### src/rtl/memory_arb_pkg.sv
// rtl/memory_arb_pkg.sv - shared encodings for the two-port memory arbiter
//
// Purpose: state encoding and port index constants used by memory_arbiter_2
//          and mem_arb_pick.
// Ports:   none (package).
package memory_arb_pkg;

  localparam logic [1:0] ST_IDLE  = 2'd0;
  localparam logic [1:0] ST_GNT_A = 2'd1;
  localparam logic [1:0] ST_GNT_B = 2'd2;

  localparam logic PORT_A = 1'b0;
  localparam logic PORT_B = 1'b1;

  typedef enum logic [1:0] {
    IDLE  = ST_IDLE,
    GNT_A = ST_GNT_A,
    GNT_B = ST_GNT_B
  } arb_state_e;

endpackage

### src/rtl/mem_arb_pick.sv
// rtl/mem_arb_pick.sv - combinational winner selection for the memory arbiter
//
// Purpose: picks which pending port gets the next grant. Default build is
//          round-robin (a tie goes to the port that was not served last).
//          Build macro MEM_ARB_FIXED_PRIO_EN: a tie always goes to port A and
//          last is ignored.
// Ports:
//   pend_a  in   port A has a read or write pending
//   pend_b  in   port B has a read or write pending
//   last    in   port served by the most recent completion
//   win     out  winning port (PORT_A / PORT_B), meaningful when valid=1
//   valid   out  at least one port is pending
module mem_arb_pick
  import memory_arb_pkg::*;
(
  input  logic pend_a,
  input  logic pend_b,
  input  logic last,
  output logic win,
  output logic valid
);

`ifdef MEM_ARB_FIXED_PRIO_EN
  logic unused_last;
  assign unused_last = last;
`endif

  always_comb begin
    valid = pend_a | pend_b;
    win   = PORT_A;
    if (pend_a && pend_b) begin
`ifdef MEM_ARB_FIXED_PRIO_EN
      win = PORT_A;
`else
      win = (last == PORT_A) ? PORT_B : PORT_A;
`endif
    end else if (pend_b) begin
      win = PORT_B;
    end
  end

endmodule

### src/rtl/memory_arbiter_2.sv
// rtl/memory_arbiter_2.sv - two-master arbiter sharing one read/write/waitrequest memory
//
// Purpose: grants ports A and B access to one memory, holding each grant until
//          the memory completes the transfer or the master withdraws. One IDLE
//          cycle always separates grants. Arbitration policy lives in
//          mem_arb_pick (build macro MEM_ARB_FIXED_PRIO_EN selects fixed A priority).
// Ports:
//   i_clk, i_reset_n                        clock, synchronous active-low reset
//   i_a_* / o_a_*                           master port A (address, read, write,
//                                           writedata, readdata, waitrequest)
//   i_b_* / o_b_*                           master port B, same set
//   o_m_address/read/write/writedata        request towards the memory
//   i_m_readdata, i_m_waitrequest           response from the memory
module memory_arbiter_2
  import memory_arb_pkg::*;
#(
  parameter int ADDR_WIDTH = 18,
  parameter int DATA_WIDTH = 36
) (
  input  logic                  i_clk,
  input  logic                  i_reset_n,

  input  logic [ADDR_WIDTH-1:0] i_a_address,
  input  logic                  i_a_read,
  input  logic                  i_a_write,
  input  logic [DATA_WIDTH-1:0] i_a_writedata,
  output logic [DATA_WIDTH-1:0] o_a_readdata,
  output logic                  o_a_waitrequest,

  input  logic [ADDR_WIDTH-1:0] i_b_address,
  input  logic                  i_b_read,
  input  logic                  i_b_write,
  input  logic [DATA_WIDTH-1:0] i_b_writedata,
  output logic [DATA_WIDTH-1:0] o_b_readdata,
  output logic                  o_b_waitrequest,

  output logic [ADDR_WIDTH-1:0] o_m_address,
  output logic                  o_m_read,
  output logic                  o_m_write,
  output logic [DATA_WIDTH-1:0] o_m_writedata,
  input  logic [DATA_WIDTH-1:0] i_m_readdata,
  input  logic                  i_m_waitrequest
);

  arb_state_e state;
  logic       last;

  logic pend_a;
  logic pend_b;
  logic pick_win;
  logic pick_valid;

  assign pend_a = i_a_read | i_a_write;
  assign pend_b = i_b_read | i_b_write;

  mem_arb_pick u_pick (
    .pend_a (pend_a),
    .pend_b (pend_b),
    .last   (last),
    .win    (pick_win),
    .valid  (pick_valid)
  );

  // Every grant returns to IDLE, whether it completed or was withdrawn, so
  // grants are never chained. Only a completion moves last.
  always_ff @(posedge i_clk) begin
    if (!i_reset_n) begin
      state <= IDLE;
      last  <= PORT_B;
    end else begin
      case (state)
        IDLE: begin
          if (pick_valid) begin
            state <= (pick_win == PORT_A) ? GNT_A : GNT_B;
          end
        end
        GNT_A: begin
          if (pend_a && !i_m_waitrequest) begin
            state <= IDLE;
            last  <= PORT_A;
          end else if (!pend_a) begin
            state <= IDLE;
          end
        end
        GNT_B: begin
          if (pend_b && !i_m_waitrequest) begin
            state <= IDLE;
            last  <= PORT_B;
          end else if (!pend_b) begin
            state <= IDLE;
          end
        end
        default: state <= IDLE;
      endcase
    end
  end

  // Memory-side mux. Gated by i_reset_n so a reset during a grant removes the
  // request from the memory immediately, not one edge later. Read+write
  // together is presented as a write.
  always_comb begin
    o_m_address     = '0;
    o_m_read        = 1'b0;
    o_m_write       = 1'b0;
    o_m_writedata   = '0;
    o_a_waitrequest = 1'b1;
    o_b_waitrequest = 1'b1;
    if (i_reset_n) begin
      case (state)
        GNT_A: begin
          o_m_address     = i_a_address;
          o_m_read        = i_a_read & ~i_a_write;
          o_m_write       = i_a_write;
          o_m_writedata   = i_a_writedata;
          o_a_waitrequest = i_m_waitrequest;
        end
        GNT_B: begin
          o_m_address     = i_b_address;
          o_m_read        = i_b_read & ~i_b_write;
          o_m_write       = i_b_write;
          o_m_writedata   = i_b_writedata;
          o_b_waitrequest = i_m_waitrequest;
        end
        default: begin
        end
      endcase
    end
  end

  assign o_a_readdata = i_m_readdata;
  assign o_b_readdata = i_m_readdata;

endmodule
### config.mk
export PLATFORM = sky130hd
export DESIGN_NAME = memory_arbiter_2
export DESIGN_NICKNAME = d
export VERILOG_FILES = /design/src/rtl/memory_arb_pkg.sv /design/src/rtl/mem_arb_pick.sv /design/src/rtl/memory_arbiter_2.sv
export SDC_FILE = /design/constraint.sdc
export NUM_CORES = 1
export LEC_CHECK = 0
export BUFFER_PORTS_ARGS = -buffer_cell sky130_fd_sc_hd__buf_4
export CAP_MARGIN = 20
export CORE_AREA = 5 5 105 107
export DETAILED_ROUTE_END_ITERATION = 16
export DIE_AREA = 0 0 110 112
export GPL_ROUTABILITY_DRIVEN = 0
export PLACE_DENSITY = 0.59
export SLEW_MARGIN = 20
export SYNTH_ARGS = -nofsm -noshare
export SYNTH_HDL_FRONTEND = slang
export SYNTH_SLANG_ARGS = --single-unit
### constraint.sdc
create_clock -name i_clk -period 2.7 [get_ports i_clk]
set_input_delay 0.135 -clock i_clk [delete_from_list [all_inputs] [get_ports i_clk]]
set_output_delay 0.135 -clock i_clk [all_outputs]
set_load 0.1 [all_outputs]
==> results.ini, run 1 <==
[pwr]
switching_share_pct = 58.5
max-vdd-ir-drop_uv = 128
p_switching_uw = 625
pwr-share-comb_pct = 82.5
p_seq_share_pct = 5.6
internal_power_uw = 444
power_density_nw_per_um2 = 427
power_frac_clock_pct = 12.0
leakagePower_uw = 0.00116

[clock_tree]
cts-root-buf = clkbuf_8
post-cts-setup-buffers = 0
postCtsHoldBufs = 0
numCtsBuffers = 3
cts_tree = yes
clkLatencyLatePin_ns = 0.21
cts_sinks = 3
h-tree-depth = 1
cts_resized = 0
cts_buffer_depth = 2
cts.clk_slew.worst_paths_ns = 0.03

[place]
pre_cts_ws_ns = 0.672
portBuffers = 172
hpwlAfterDp_um = 5290
placed_area_um2 = 2460

[finish]
final_area_um2 = 2500
area_delta_synth_final_pct = 61.1
drive_above_1_share_pct = 56.8
fin_nets = 486
antenna_cells = 0
final_util_pct = 24.9

[critical_path]
required_ns = 2.57
critPathKind = flip-flop to output pin
crit_path_end_kind = output pin
critPathMaxFanout = 30
crit_path_start_kind = flip-flop
worstPathArrival_ns = 2.11
rr_worst_depth = 5

[sta]
fin_setup_tns_ns = 0
finalHoldViolations = 0
min_period_over_period_pct = 83.0
slew_viol_final = 0
setup_violations = 0
fmax_mhz = 446
setup_slack_ns = 0.459
fin_crit_ns = 2.24
finalClockSkew_ns = 0.00297
relSlewSlack_pct = 62.8
tightest_slew_ns = 0.556
rsz0062_at_grt = false

[global_route]
grt_overflow = 0
grt_use_total_pct = 9.02
grt_pass1_vias = 1909
antenna_found_initial = 0
grt_first_pass_wirelength_um = 9070
grt_max_degree = 31

[floorplan]
die_w_um = 110
row_count = 37
ios = 281
initial_core_util_pct = 15.5
core_area_um2 = 10000
die_h_um = 112
fp.dieArea_um2 = 12300

[logic_synthesis]
syn-num-nets = 393
synth_top_cell_area_share_pct = 34.8
syn_avg_cell_area_um2 = 6.56
synth_area_leaders = buf_4, a22oi_1, nor2_1
synthCells = 237
ys_ff_latch = 3
yosysSeqAreaShare_pct = 3.86
ys_warn_count = 0
ys_types = 23
synth_top_area_cell = buf_4
synth_area_um2 = 1550

[min_path]
hold_path_depth = 3
hp-class = input pin to flip-flop

[detailed_routing]
drt_first_pass_iters = 5
finalWirelength_um = 6320
drc_errors = 0
routed_via_density = 4.20
vias = 1955
drtAntennaViolNets = 0
initialDrtViolationCount = 107
wl_per_cell_um = 13.6

[run]
drv_cap = 0

[outcome]
run_status = complete, no violations

## cells in the final DEF (no fill, tap or decap), drive strengths merged
master	Yosys	layout
nand2	6	6
nand4	1	1
mux2i	3	3
inv	2	2
a22oi	55	55
nand3b	2	2
nor2	57	57
o21ai	1	1
clkbuf	4	4
or3b	1	1
nor3b	1	1
a21oi	1	1
o211ai	3	3
or2	1	1
nor2b	3	3
a21o	1	1
dfxtp	3	3
buf	86	178
ha	5	5
a2111oi	1	1
## cell usage after synthesis
master / n
buf_4: 72
nand2_1: 6
nand4_1: 1
nor2_1: 57
nor3b_1: 1
a22oi_1: 55
mux2i_1: 3
o21ai_0: 1
buf_2: 11
buf_1: 3
nor2b_1: 3
dfxtp_1: 3
o211ai_1: 2
or2_2: 1
a2111oi_2: 1
a21oi_1: 1
clkbuf_1: 4
a21o_1: 1
o211ai_2: 1
or3b_1: 1
inv_1: 2
nand3b_1: 2
ha_1: 5
## state kept, by name (all words and copies together) (netlist names)
signal,count
state,2
last,1
## kinds of logic after synthesis
kind of cell	after synthesis	share of synthesized area [%]
buffers and inverters	92	40.5
and+or+nand+nor	72	19.2
AOI/OAI and AO/OA	62	30.4
adders and majority gates	5	4.03
muxes	3	1.93
DFF	3	3.86
## worst paths after layout
path / start / end / slack, ns
hold reg to reg: last / last / 0.51
hold / removal: i_m_waitrequest / last / 0.24
setup reg to reg: state[0] / state[0] / 1.19
setup / recovery: state[0] / o_m_address[16] / 0.46
## critical path, stage by stage (launching register included)
cell,delay (ns)
dfxtp_1,0.37
inv_1,0.10
ha_1,0.30
nand2_2,0.32
buf_12,0.31
nor2_1,0.16
buf_4,0.32
## per-stage QoR
step	power [uW]	hold slack, ns	cells
final	1070	0.236	465
after global routing	1130	0.260	465
after CTS	1090	0.236	465
after detailed placement	951	0.271	461
after global placement	940	0.271	461
after floorplan	1170	0.285	237
## metal layers
| layer | GRT usage (%) | share of wire (%) | wire (um) | vias up |
|---|---|---|---|---|
| li1 | - | - | - | 936 |
| met1 | 8.58 | 32 | 2030 | 859 |
| met2 | 17.4 | 53 | 3360 | 126 |
| met3 | 2.32 | 11 | 725 | 34 |
| met4 | 4.32 | 3.2 | 201 | 0 |
| met5 | 0 | 0 | 0 | - |
## power groups by stage
stage / Combinational [uW] / Clock, uW / Sequential [uW]
2_1_floorplan: 1110 / 0 / 58.5
3_3_place_gp: 880 / 0 / 59.3
3_5_place_dp: 890 / 0 / 60.2
4_1_cts: 893 / 133 / 59.6
5_1_grt: 938 / 135 / 60.6
6_report: 881 / 128 / 59.5
## layout make-up
type	count	area [um2]
repair buffers	178	1350
flip-flops and latches	3	60.1
inverters	2	7.51
well taps	136	170
clock buffers	4	45.0
fillers	1118	7540
multi-input cells	142	872
No activity file was read; power rests on OpenSTA's default activity.
==> run 2, diff against run 1 <==
CORE_AREA = 5 5 106 108   (was 5 5 105 107)
DIE_AREA = 0 0 111 113   (was 0 0 110 112)
PLACE_DENSITY = 0.6   (was 0.59)
clock period = 2 ns   (was 2.7 ns; I/O delays follow)
==> run 2 against run 1 <==
  * Final cell count down 0.22%
  * Worst hold slack worse by 0.044 ns
  * Final area grew 4.0%
  * Non-clock buffer count decreased by 1
  * Combinational power increased by 44%
  * Setup slack lost 0.33 ns
  * Sequential share of layout area decreased by 0.092 points
==> results.ini, run 2 (synthesized netlist as in run 1, its figures left out) <==
[finish]
final_common_cell = buf_4
reg.largest.list = state x2, last x1
antenna_cells = 0  ; unchanged
drive_above_1_share_pct = 63.7  ; +6.9 points
largest_reg_flops = 2  ; unchanged
fin_nets = 485  ; -0.21%
fillers = 1131  ; +1.2%
final_cell_mix = buf_4, a22oi_1, nor2_1
final_area_um2 = 2600  ; +4.0%
area_delta_synth_final_pct = 67.6
regMostFlops = state

[critical_path]
required_ns = 1.90  ; -0.67 ns
crit_path_end_kind = output pin
worstPathArrival_ns = 1.77  ; -0.34 ns
max_stage_delay_ns = 0.37  ; about the same
r2r-start = state[0]
crit_chain = inv_1, ha_1, nand2_2, buf_12, nor2_1, buf_4
cp_top_family = buffers and inverters
critPathMaxFanout = 28  ; -6.7%
crit_path_start_kind = flip-flop
cp_num_buf_inv = 3  ; unchanged
crit_path_start = state[0]
critPathKind = flip-flop to output pin
critical-path-slowest-cell = dfxtp_1

[min_path]
hp-class = input pin to flip-flop
hp-start = i_m_waitrequest

[global_route]
grt_max_degree = 58  ; +87%
grt_overflow = 0  ; unchanged
antenna_found_initial = 0  ; unchanged
grt_first_pass_wirelength_um = 10300  ; +14%
grt_pass1_vias = 1976  ; +3.5%
grt_use_total_pct = 9.86  ; +0.85 points

[floorplan]
ios = 281  ; unchanged
die_w_um = 111  ; +0.91%
core_area_um2 = 10100  ; +0.92%
die_h_um = 113  ; +0.89%
row_count = 37  ; unchanged
fp.dieArea_um2 = 12500  ; +1.8%
initial_core_util_pct = 15.3  ; -0.14 points

[place]
portBuffers = 172  ; unchanged
placed_area_um2 = 2550  ; +3.9%
hpwlAfterDp_um = 5800  ; +9.6%
pre_cts_ws_ns = 0.282  ; -0.390 ns

[pwr]
pwr-share-comb_pct = 83.0  ; +0.5 points
switching_share_pct = 59.0  ; +0.53 points
max-vdd-ir-drop_uv = 334  ; +160%
p_switching_uw = 900  ; +44%
leakagePower_uw = 0.00116  ; about the same
power_density_nw_per_um2 = 586  ; +37%
p_seq_share_pct = 5.3  ; -0.3 points
power_frac_clock_pct = 11.7  ; -0.3 points
internal_power_uw = 626  ; +41%

[detailed_routing]
vias = 1941  ; -0.72%
drtAntennaViolNets = 0  ; unchanged
finalWirelength_um = 6940  ; +9.8%
drt_first_pass_iters = 4  ; -1
wl_per_cell_um = 14.9  ; +10%
routed_via_density = 4.18  ; -0.50%
initialDrtViolationCount = 98  ; -8.4%
drc_errors = 0  ; unchanged

[clock_tree]
post-cts-setup-buffers = 0  ; unchanged
clkLatencyLatePin_ns = 0.22  ; about the same
numCtsBuffers = 3  ; unchanged
cts_buffer_depth = 2  ; unchanged
cts-root-buf = clkbuf_8
h-tree-depth = 1  ; unchanged
cts_tree = yes
cts.clk_slew.worst_paths_ns = 0.03  ; about the same
cts_sinks = 3  ; unchanged

[sta]
holdWs_ns = 0.192  ; -0.0442 ns
rsz0062_at_grt = false
min_period_over_period_pct = 93.5
finalHoldViolations = 0  ; unchanged
fmax_mhz = 535
setup_violations = 0  ; unchanged
tightest_slew_ns = 0.358  ; -0.198 ns
finalClockSkew_ns = 0.000614  ; -0.00236 ns
relSlewSlack_pct = 76.1  ; +13 points
slew_viol_final = 0  ; unchanged
setup_slack_ns = 0.130  ; -0.329 ns
fin_crit_ns = 1.87

[outcome]
run_status = complete, no violations

[run]
drv_cap = 0  ; unchanged

==> run 2: power by group through the flow <==
stage / clock [uW] / combinational, uW / sequential, uW
after floorplan: 0 / 1550 / 78.9
after global placement: 0 / 1260 / 80.1
after detailed placement: 0 / 1280 / 81.1
after CTS: 182 / 1280 / 80.3
after global routing: 185 / 1350 / 81.8
final: 179 / 1270 / 80.4
==> run 2: timing repair <==
| item | CTS | global route |
|---|---|---|
| hold buffers | 0 | 0 |
| setup endpoints to repair | 0 | 11 |
| resized for setup | 0 | 1 |
==> run 2: path summary, 6_finish.rpt <==
path,end,slack (ns),cells past startpoint
worst max-delay path,o_m_address[4],0.13,6
worst min register to register,state[0],0.50,2
worst max register to register,last,0.48,5
worst min-delay path,last,0.19,3
==> run 2: stage by stage <==
step           total power, uW  util [%]  TNS, ns  cells
2_1_floorplan             1630         -   -14.67    237
3_3_place_gp              1340      25.2        0    460
3_5_place_dp              1360      25.2        0    460
4_1_cts                   1540      25.6        0    464
5_1_grt                   1610      25.7        0    464
6_report                  1530      25.7        0    464
==> run 2: layout make-up <==
type                    count  area [um2]  share of cell area (%)
well taps                 136         170                    6.54
multi-input cells         142         951                    36.5
repair buffers            177        1370                    52.6
clock buffers               4        45.0                    1.73
flip-flops and latches      3        60.1                    2.31
inverters                   2        7.51                   0.288
==> run 2: tightest hold or removal path: cells and delay by family <==
kind | cells | cell delay [ns]
buffers and inverters | 1 | 0.10
AOI/OAI and AO/OA | 1 | 0.05
muxes | 1 | 0.10
==> run 2: per-layer routing <==
| metal | vias to the layer above | routed length [um] | global-route usage (%) |
|---|---|---|---|
| li1 | 933 | - | - |
| met1 | 858 | 2620 | 11.3 |
| met2 | 116 | 3380 | 16.6 |
| met3 | 34 | 601 | 2.83 |
| met4 | 0 | 337 | 5.34 |
| met5 | - | 0 | 0 |
